===== src/rtl/fsm_pkg.sv =====
// Shared types for the requester: FSM state encoding and the result record.
// Single-cycle helper computes the value a conforming responder must return.
package fsm_pkg;

  typedef enum logic [1:0] {
    IDLE  = 2'd0,
    ISSUE = 2'd1,
    WAIT  = 2'd2
  } req_state_t;

  typedef struct packed {
    logic [7:0] data;
    logic       mismatch;
    logic       timeout;
  } res_rec_t;

  localparam int RES_REC_W = $bits(res_rec_t);

  // Responder contract: low three operand bits plus one, wrapping 7 -> 0.
  function automatic logic [7:0] expected_rsp(input logic [2:0] op_lo);
    return {5'b0, op_lo + 3'd1};
  endfunction

endpackage


===== src/rtl/fsm_requester_if.sv =====
// Request/responder/result bundle between the requester and its environment.
// Combinational req_ready; other requester outputs come straight from registers.
interface fsm_requester_if;

  logic       req_valid;
  logic       req_ready;
  logic [7:0] req_data;
  logic       rsp_start;
  logic [7:0] rsp_in;
  logic [7:0] rsp_out;
  logic       rsp_done;
  logic       res_valid;
  logic       res_ready;
  logic [7:0] res_data;
  logic       res_mismatch;
  logic       res_timeout;
  logic       busy;
  logic       spurious;

  modport master (
    input  req_valid, req_data, rsp_out, rsp_done, res_ready,
    output req_ready, rsp_start, rsp_in, res_valid, res_data,
           res_mismatch, res_timeout, busy, spurious
  );

  modport slave (
    output req_valid, req_data, rsp_out, rsp_done, res_ready,
    input  req_ready, rsp_start, rsp_in, res_valid, res_data,
           res_mismatch, res_timeout, busy, spurious
  );

endinterface


===== src/rtl/fsm_result_fifo.sv =====
// Result queue: push lands at the clock edge, head visible the next cycle, pop on pop_i.
// Backpressure via full_o; head data forced to zero while empty.
module fsm_result_fifo
  import fsm_pkg::*;
#(
  parameter int DEPTH = 4,
  parameter int W     = RES_REC_W
) (
  input  logic         clk,
  input  logic         reset,
  input  logic         push_i,
  input  logic [W-1:0] push_dat_i,
  input  logic         pop_i,
  output logic         head_vld_o,
  output logic [W-1:0] head_dat_o,
  output logic         full_o
);

  localparam int            AW       = $clog2(DEPTH);
  localparam logic [AW:0]   FULL_CNT = (AW+1)'(DEPTH);
  localparam logic [AW:0]   CNT_ONE  = (AW+1)'(1);
  localparam logic [AW-1:0] PTR_ONE  = AW'(1);

  logic [W-1:0]  mem_q [DEPTH];
  logic [AW-1:0] wr_ptr_q, rd_ptr_q;
  logic [AW:0]   cnt_q, cnt_d;
  logic          do_push, do_pop;

  assign do_push = push_i && (cnt_q != FULL_CNT);
  assign do_pop  = pop_i && (cnt_q != '0);

  always_comb begin
    cnt_d = cnt_q;
    if (do_push && !do_pop) begin
      cnt_d = cnt_q + CNT_ONE;
    end else if (do_pop && !do_push) begin
      cnt_d = cnt_q - CNT_ONE;
    end
  end

  always_ff @(posedge clk or posedge reset) begin
    if (reset) begin
      cnt_q    <= '0;
      wr_ptr_q <= '0;
      rd_ptr_q <= '0;
    end else begin
      cnt_q <= cnt_d;
      if (do_push) wr_ptr_q <= wr_ptr_q + PTR_ONE;
      if (do_pop)  rd_ptr_q <= rd_ptr_q + PTR_ONE;
    end
  end

  // Storage needs no reset: an empty queue masks whatever it holds.
  always_ff @(posedge clk) begin
    if (do_push) mem_q[wr_ptr_q] <= push_dat_i;
  end

  assign head_vld_o = (cnt_q != '0);
  assign head_dat_o = head_vld_o ? mem_q[rd_ptr_q] : '0;
  assign full_o     = (cnt_q == FULL_CNT);

endmodule


===== src/rtl/fsm_requester.sv =====
// Issues one request at a time to a responder and queues {result, mismatch, timeout}.
// Accept->result 4 cycles nominal; req_ready drops while busy or the result queue is full.
module fsm_requester
  import fsm_pkg::*;
#(
  parameter int TIMEOUT_CYCLES = 15,
  parameter int RES_DEPTH      = 4
) (
  input logic            clk,
  input logic            reset,
  fsm_requester_if.master bus
);

  localparam logic [7:0] TO_LAST = 8'(TIMEOUT_CYCLES - 1);

  req_state_t state_q;
  logic [7:0] op_q;
  logic [7:0] cnt_q;
  logic       rsp_start_q;
  logic       spurious_q;

  logic       accept_d, push_d, pop_d;
  logic       fifo_full, head_vld;
  logic [7:0] exp_d;
  res_rec_t   rec_d, head;

  assign bus.req_ready = (state_q == IDLE) && !fifo_full;
  assign accept_d      = bus.req_valid && bus.req_ready;
  assign exp_d         = expected_rsp(op_q[2:0]);

  // A response on the last allowed WAIT cycle beats the timeout.
  always_comb begin
    push_d = 1'b0;
    rec_d  = '0;
    if (state_q == WAIT) begin
      if (bus.rsp_done) begin
        push_d         = 1'b1;
        rec_d.data     = bus.rsp_out;
        rec_d.mismatch = (bus.rsp_out != exp_d);
      end else if (cnt_q == TO_LAST) begin
        push_d        = 1'b1;
        rec_d.timeout = 1'b1;
      end
    end
  end

  always_ff @(posedge clk or posedge reset) begin
    if (reset) begin
      state_q     <= IDLE;
      op_q        <= '0;
      cnt_q       <= '0;
      rsp_start_q <= 1'b0;
      spurious_q  <= 1'b0;
    end else begin
      rsp_start_q <= 1'b0;
      if (bus.rsp_done && (state_q == IDLE || state_q == ISSUE)) begin
        spurious_q <= 1'b1;
      end
      case (state_q)
        IDLE: begin
          if (accept_d) begin
            op_q        <= bus.req_data;
            rsp_start_q <= 1'b1;
            state_q     <= ISSUE;
          end
        end
        ISSUE: begin
          cnt_q   <= '0;
          state_q <= WAIT;
        end
        WAIT: begin
          if (push_d) begin
            state_q <= IDLE;
          end else begin
            cnt_q <= cnt_q + 8'd1;
          end
        end
        default: state_q <= IDLE;
      endcase
    end
  end

  assign pop_d = head_vld && bus.res_ready;

  fsm_result_fifo #(
    .DEPTH (RES_DEPTH),
    .W     (RES_REC_W)
  ) u_res_fifo (
    .clk        (clk),
    .reset      (reset),
    .push_i     (push_d),
    .push_dat_i (rec_d),
    .pop_i      (pop_d),
    .head_vld_o (head_vld),
    .head_dat_o (head),
    .full_o     (fifo_full)
  );

  assign bus.rsp_start    = rsp_start_q;
  assign bus.rsp_in       = (state_q == ISSUE || state_q == WAIT) ? op_q : 8'h00;
  assign bus.busy         = (state_q != IDLE);
  assign bus.spurious     = spurious_q;
  assign bus.res_valid    = head_vld;
  assign bus.res_data     = head.data;
  assign bus.res_mismatch = head.mismatch;
  assign bus.res_timeout  = head.timeout;

endmodule


===== src/flat_wrapper.sv =====
// flat-port wrapper written by rule: the top's interface ports become plain ports
module fsm_requester_flat import fsm_pkg::*;
#(
  parameter int TIMEOUT_CYCLES = 15,
  parameter int RES_DEPTH      = 4
)
  (clk, reset, bus_req_valid, bus_req_data, bus_rsp_out, bus_rsp_done, bus_res_ready, bus_req_ready, bus_rsp_start, bus_rsp_in, bus_res_valid, bus_res_data, bus_res_mismatch, bus_res_timeout, bus_busy, bus_spurious);
  fsm_requester_if bus_i ();
  input logic clk;
  input logic reset;
  input wire logic [$bits(bus_i.req_valid)-1:0] bus_req_valid;
  input wire logic [$bits(bus_i.req_data)-1:0] bus_req_data;
  input wire logic [$bits(bus_i.rsp_out)-1:0] bus_rsp_out;
  input wire logic [$bits(bus_i.rsp_done)-1:0] bus_rsp_done;
  input wire logic [$bits(bus_i.res_ready)-1:0] bus_res_ready;
  output wire logic [$bits(bus_i.req_ready)-1:0] bus_req_ready;
  output wire logic [$bits(bus_i.rsp_start)-1:0] bus_rsp_start;
  output wire logic [$bits(bus_i.rsp_in)-1:0] bus_rsp_in;
  output wire logic [$bits(bus_i.res_valid)-1:0] bus_res_valid;
  output wire logic [$bits(bus_i.res_data)-1:0] bus_res_data;
  output wire logic [$bits(bus_i.res_mismatch)-1:0] bus_res_mismatch;
  output wire logic [$bits(bus_i.res_timeout)-1:0] bus_res_timeout;
  output wire logic [$bits(bus_i.busy)-1:0] bus_busy;
  output wire logic [$bits(bus_i.spurious)-1:0] bus_spurious;
  assign bus_i.req_valid = bus_req_valid;
  assign bus_i.req_data = bus_req_data;
  assign bus_i.rsp_out = bus_rsp_out;
  assign bus_i.rsp_done = bus_rsp_done;
  assign bus_i.res_ready = bus_res_ready;
  assign bus_req_ready = bus_i.req_ready;
  assign bus_rsp_start = bus_i.rsp_start;
  assign bus_rsp_in = bus_i.rsp_in;
  assign bus_res_valid = bus_i.res_valid;
  assign bus_res_data = bus_i.res_data;
  assign bus_res_mismatch = bus_i.res_mismatch;
  assign bus_res_timeout = bus_i.res_timeout;
  assign bus_busy = bus_i.busy;
  assign bus_spurious = bus_i.spurious;
  fsm_requester #(.TIMEOUT_CYCLES(TIMEOUT_CYCLES), .RES_DEPTH(RES_DEPTH)) u_core (.clk(clk), .reset(reset), .bus(bus_i));
endmodule

===== config.mk =====
export PLATFORM = sky130hd
export DESIGN_NAME = fsm_requester_flat
export DESIGN_NICKNAME = d
export VERILOG_FILES = /design/src/rtl/fsm_pkg.sv /design/src/rtl/fsm_requester_if.sv /design/src/rtl/fsm_result_fifo.sv /design/src/rtl/fsm_requester.sv /design/src/flat_wrapper.sv
export SDC_FILE = /design/constraint.sdc
export NUM_CORES = 1
export LEC_CHECK = 0
export ABC_AREA = 1
export ABC_CLOCK_PERIOD_IN_PS = 4700
export BUFFER_PORTS_ARGS = -buffer_cell sky130_fd_sc_hd__buf_4
export CORE_UTILIZATION = 55
export DETAILED_ROUTE_END_ITERATION = 16
export PLACE_DENSITY = 0.76
export SETUP_SLACK_MARGIN = 0.15
export SYNTH_ARGS = -nofsm -noshare
export SYNTH_HDL_FRONTEND = slang
export SYNTH_HIERARCHICAL = 1
export SYNTH_SLANG_ARGS = --single-unit
export TNS_END_PERCENT = 10

===== constraint.sdc =====
create_clock -name clk -period 4.7 [get_ports clk]
set_input_delay 0.47 -clock clk [delete_from_list [all_inputs] [get_ports clk]]
set_output_delay 0.47 -clock clk [all_outputs]
set_load 0.02 [all_outputs]

==> run metrics, run 1 <==
Min Hold Slack=68.6 ps; die height=81.0 um; VDD IR max=420 uV; GR Overflow Total=0; DR pass1 iterations=4; DR vias/cell=4.92; Antenna Nets Post-Route=0; Reg clk slew, reported paths=70 ps; Synth Cell Area=3430 um2; yosys warns=6; slowest CP cell=dfrtp_1; Avg Cell Area, Syn=8.41 um2; CTS max path bufs=2; MaxCap Viol Count=0; Core Area=5960 um2; Final Max Slew Viols=0; setup_tns=0 ps; IO Port Bufs=43; first-pass GRT wire length=10600 um; num ports=44; hold violation total from the final report=0; most frequent cells in the layout=125 x nand2_1, 87 x inv_1, 46 x nand3_1; CTS H-Tree Depth=3; die width=81.0 um; DPL Wire Length=4650 um; crit path kind=register to primary output; cell area power density=578 nW/um2; final setup vio count=0; CTS Hold Bufs=0; largest net degree at the start of global routing=24; DRT iter0 DRCs=180; GP Congestion=0.848; Die Footprint=6560 um2; Final #Nets=488; DRC=0; vias=2629; share of cells above drive strength 1=15.5%; clk root buf=clkbuf_8; cts bufs inserted=9; Layout area overhead=16.1%; sequential-to-total area share from yosys stat=54.7%; post-cts sizing count=0; Max FO, Critical Path=23; vias in the first global route=2304; Syn Inst Count=408; Post-Route WL=6630 um; Static Leak=2.10 nW; Critical Path End Type=primary output; FP Rows=28; design area=3980 um2; RSZ-0062 raised after global routing=no; CP delay by family, top=flip-flops; HP Class=input port to async pin; diode count=0; Total GRT Usage=22.1%; worst path bufs/invs=2; Arr. time, crit path=2080 ps; status=complete, no violations; Least-Margin Pin Slew=929 ps; Startpoint Class=register; post-CTS setup buffers=0; CP cell instances=inv_2, nand2_1, nand3_1, a21oi_1, buf_4; Worst path max stage delay=840 ps; count of cell types in the netlist=27; worst skew pair latency=340 ps; total clock sinks=67; placed cell area=3800 um2; Slew headroom=37.8%; commonest non-fill, non-tap cell in the layout=nand2_1; Worst EP required=4230 ps; synthesized flop and latch total=67; wire per inst=12.4 um; post-layout minimum cycle time=2550 ps; Fmax=393 MHz; initial core utilization=57.6%; syn nets=442; clock skew=2.77 ps; CTS tree=done; antenna violations before repair=0; Tcrit/Tclk final=54.2%
-- report_power, final --
group          total [W]  internal [W]  switching (W)
registers       0.000850      0.000735       0.000115
logic            0.00100      0.000379       0.000624
clock network   0.000451      0.000240       0.000211
-- metrics by stage --
| stage | total power (W) | worst slack [ps] | std cells | util [%] |
|---|---|---|---|---|
| floorplan | 0.00152 | 2430 | 408 | - |
| global placement | 0.00183 | 2270 | 518 | 63.8 |
| detailed placement | 0.00186 | 2150 | 518 | 63.8 |
| CTS | 0.00232 | 2140 | 534 | 66.9 |
| global route | 0.00246 | 1920 | 534 | 66.9 |
| finish | 0.00230 | 2150 | 534 | 66.9 |
-- cell usage after synthesis (all sizes together) --
cell type    n  area (um2)
buf          7        43.8
nand4        1        6.26
a21oi       10        50.1
dfrtp       27         676
clkbuf       1        3.75
nor2        29         121
o21bai       2        18.8
clkinv       1        3.75
o21ai        6        30.0
or2          2        12.5
xor2         1        8.76
nand3       47         240
nand2      127         482
inv         92         345
fa           1        20.0
ha          12         150
edfxtp      40        1200
xnor2        2        17.5
-- per-layer routing --
layer,track usage [%],part of all wire [%],vias to the layer above
met3,5.96,5.7,6
met1,29.5,47,1210
met2,34.9,46,81
li1,-,-,1332
met5,0,0,-
met4,7.50,1.0,0
-- logic make-up (layout without fill, tap and decap cells) --
kind of cell	after synthesis	count (layout)	share of synthesized area, %
AO/OA/AOI/OAI	18	18	2.88
XOR/XNOR	3	3	0.766
buffers and inverters	101	152	11.6
adder cells (fa/ha/maj)	13	13	4.96
flip-flops	67	67	54.7
AND/OR/NAND/NOR	206	206	25.1
-- sequential cells by signal, indices dropped and copies added, names as in the netlist --
register and cells:
u_core/u_res_fifo/cnt_q 3, u_core/state_q 2, u_core/bus.rsp_start 1, u_core/u_res_fifo/mem_q 40, u_core/cnt_q 8, u_core/u_res_fifo/rd_ptr_q 2
u_core/u_res_fifo/wr_ptr_q 2, u_core/bus.spurious 1, u_core/op_q 8
-- worst reg2reg max path, delay by kind of cell (launching register included) --
family,cells,cell delay (ps)
flip-flops,1,420
AO/OA/AOI/OAI,1,190
buffers and inverters,4,340
AND/OR/NAND/NOR,7,740
adder cells (fa/ha/maj),3,730
-- layout make-up --
class	instances	area, um2
clock buffers	10	128
clock inverters	6	56.3
fillers	506	1970
inverters	93	349
multi-input cells	240	1160
flip-flops and latches	67	1880
well taps	75	93.8
repair buffers	43	323
-- worst paths after layout --
path / slack, ps / cells after the start / endpoint / from
max: 2150 / 5 / bus_res_data[5] / u_core/u_res_fifo/rd_ptr_q[0]
min in group clk: 320 / 3 / u_core/op_q[6] / bus_req_data[6]
max in group asynchronous: 3960 / 2 / u_core/op_q[1] / reset
max reg2reg: 2180 / 15 / u_core/u_res_fifo/cnt_q[2] / u_core/cnt_q[0]
min: 70 / 2 / u_core/u_res_fifo/cnt_q[0] / reset
min reg2reg: 490 / 2 / u_core/op_q[6] / u_core/op_q[6]
Note: power is estimated with default switching activity, not from simulation.
==> run 2, diff against run 1 <==
--- a/config.mk
+++ b/config.mk
@@ -6,7 +6,7 @@
 export NUM_CORES = 1
 export LEC_CHECK = 0
 export ABC_AREA = 1
-export ABC_CLOCK_PERIOD_IN_PS = 4700
+export ABC_CLOCK_PERIOD_IN_PS = 2400
 export BUFFER_PORTS_ARGS = -buffer_cell sky130_fd_sc_hd__buf_4
 export CORE_UTILIZATION = 55
 export DETAILED_ROUTE_END_ITERATION = 16
==> constraint.sdc (replaced) <==
create_clock -name clk -period 2.4 [get_ports clk]
set_input_delay 0.24 -clock clk [delete_from_list [all_inputs] [get_ports clk]]
set_output_delay 0.24 -clock clk [all_outputs]
set_load 0.02 [all_outputs]
==> run 2 against run 1 <==
Net effect:
- final cell count grew 2.6%
- count of clock-buffer cells in the layout shrank 1
- non-clock buffer count grew 14
- cell area grew 3.8%
- first-iteration DRC count shrank 21%
- setup slack lost 2000 ps
- hold slack gained 31 ps
- die area is the same
- flip-flop and latch count is the same
- combinational power grew 110%
- highest routed layer unchanged
==> run metrics, run 2 (same netlist as run 1, synthesis figures left out) <==
setup_tns=0 ps (unchanged); post-layout minimum cycle time=2210 ps; worst hold stages=3; Die Footprint=6560 um2 (unchanged); MaxCap Viol Count=0 (unchanged); placed cell area=3870 um2 (was 3800 um2); vias=2675 (was 2629); VDD IR max=752 uV (was 420 uV); most frequent cells in the layout=123 x nand2_1, 82 x inv_1, 56 x buf_4 (was 125 x nand2_1, 87 x inv_1, 46 x nand3_1); Worst Hold End=u_core/op_q[6]; Least-Margin Pin Slew=787 ps (was 929 ps); HP Start=bus_req_data[6]; Clk pwr share=17.5% (was 19.6%); design area=4130 um2 (was 3980 um2); num ports=44 (unchanged); initial core utilization=57.6% (unchanged); Worst EP required=2620 ps (was 4230 ps); Largest Register=u_core/u_res_fifo/mem_q (unchanged); Static Leak=2.16 nW (was 2.10 nW); commonest non-fill, non-tap cell in the layout=nand2_1 (unchanged); status=complete, no violations (unchanged); Worst R2R Start=u_core/cnt_q[0] (unchanged); Fmax=453 MHz; Critical Path End Type=register (was primary output); Antenna Nets Post-Route=0 (unchanged); max reg flops=40 (unchanged); die width=81.0 um (unchanged); share of power burned in registers=36.0% (was 36.9%); Reg clk slew, reported paths=80 ps (was 70 ps); Max FO, Critical Path=4 (was 23); P_sw=0.00191 W (was 0.000950 W); FP Rows=28 (unchanged); CTS H-Tree Depth=3 (unchanged); CTS max path bufs=2 (unchanged); die height=81.0 um (unchanged); clock skew=8.10 ps (was 2.77 ps); Reg2Reg Setup Slack=190 ps (was 2180 ps); cell-internal power=0.00263 W (was 0.00135 W); RSZ-0062 raised after global routing=no (unchanged); DR pass1 iterations=4 (unchanged); DRC=0 (unchanged); Arr. time, crit path=2430 ps (was 2080 ps); biggest regs=u_core/u_res_fifo/mem_q: 40 flops, u_core/cnt_q: 8 flops, u_core/op_q: 8 flops (unchanged); vias in the first global route=2438 (was 2304); Startpoint Class=register (unchanged); clk root buf=clkbuf_8 (unchanged); DPL Wire Length=4460 um (was 4650 um); GP Congestion=0.852 (was 0.848); DR vias/cell=4.88 (was 4.92); cts bufs inserted=9 (unchanged); Post-Route WL=6740 um (was 6630 um); Final Max Slew Viols=0 (unchanged); first-pass GRT wire length=10700 um (was 10600 um); Total GRT Usage=22.0% (was 22.1%); Slew headroom=47.4% (was 37.8%); hold violation total from the final report=0 (unchanged); IO Port Bufs=43 (unchanged); worst skew pair latency=330 ps (was 340 ps); largest net degree at the start of global routing=24 (unchanged); Filler Cells Inserted=475 (was 506); diode count=0 (unchanged); share of cells above drive strength 1=20.7% (was 15.5%); HP Class=input port to register (was input port to async pin); sw frac=42.1% (was 41.2%); Final #Nets=502 (was 488); Core Area=5960 um2 (unchanged); DRT iter0 DRCs=143 (was 180); CTS tree=done (unchanged); antenna violations before repair=0 (unchanged); crit path kind=register to register (was register to primary output); Min Hold Slack=99.3 ps (was 68.6 ps); Crit Reg-Reg Endpoint=u_core/u_res_fifo/cnt_q[2] (unchanged); final setup vio count=0 (unchanged); R2R depth=15 (unchanged); total clock sinks=67 (unchanged); Tcrit/Tclk final=91.9%; Layout area overhead=20.5% (was 16.1%); GR Overflow Total=0 (unchanged); cell area power density=1100 nW/um2 (was 578 nW/um2); wire per inst=12.3 um (was 12.4 um); Comb power frac=46.5% (was 43.5%)
-- run 2: critical path, stage by stage (launching register included) --
cell and delay, ps:
dfrtp_1 420, inv_2 110, ha_4 150, nand3_4 90, nor2_4 120, inv_2 60
o21ai_4 170, nand2_2 80, inv_2 80, ha_4 130, inv_2 50, fa_2 380
nand2_2 80, nand3_1 70, nand2_1 60, nand2_1 50
-- run 2: area by class of cell --
class	instances	area [um2]	area share [%]
repair buffers	57	430	10.4
inverters	93	349	8.44
well taps	75	93.8	2.27
flip-flops and latches	67	1880	45.4
clock buffers	9	124	3.00
multi-input cells	240	1210	29.4
clock inverters	7	45.0	1.09
-- run 2: worst max-delay path by stage --
stage | from | to | slack (ps)
4_1_cts | u_core/cnt_q[0] | u_core/u_res_fifo/cnt_q[2] | 60
6_report | u_core/cnt_q[0] | u_core/u_res_fifo/cnt_q[2] | 190
5_1_grt | u_core/cnt_q[0] | u_core/u_res_fifo/cnt_q[2] | 110
3_5_place_dp | u_core/cnt_q[0] | u_core/u_res_fifo/cnt_q[2] | 70
3_3_place_gp | u_core/cnt_q[0] | u_core/u_res_fifo/cnt_q[2] | 180
2_1_floorplan | u_core/cnt_q[0] | u_core/u_res_fifo/cnt_q[2] | 200
-- run 2: power groups by stage --
stage          Clock (W)  Combinational [W]  Sequential, W
2_1_floorplan          0            0.00141        0.00158
3_3_place_gp           0            0.00198        0.00164
3_5_place_dp           0            0.00203        0.00164
4_1_cts         0.000817            0.00204        0.00163
5_1_grt         0.000866            0.00235        0.00166
6_report        0.000793            0.00211        0.00163
-- run 2: routing by layer --
layer	up-vias	part of all wire [%]	GRT usage [%]
met1	1218	43	25.9
met2	69	50	38.2
met5	-	0	0
met4	0	1.7	10.2
met3	14	5.3	5.06
li1	1374	-	-
-- run 2: per-stage QoR --
stage                     cells  util, %  power (W)  setup slack [ps]
after floorplan             408        -    0.00299               203
after global routing        548     69.4    0.00488               111
after global placement      526     64.9    0.00362               178
final                       548     69.4    0.00453               194
after detailed placement    526     64.9    0.00368              69.4
after CTS                   543     67.9    0.00448              56.7
-- run 2: repair_timing --
action,in CTS,in global routing
buffers inserted,0,5
pin swaps,0,4
resized for setup,1,14
hold buffers,1,0
endpoints found under the setup margin,11,2
endpoints found under the hold margin,7,0
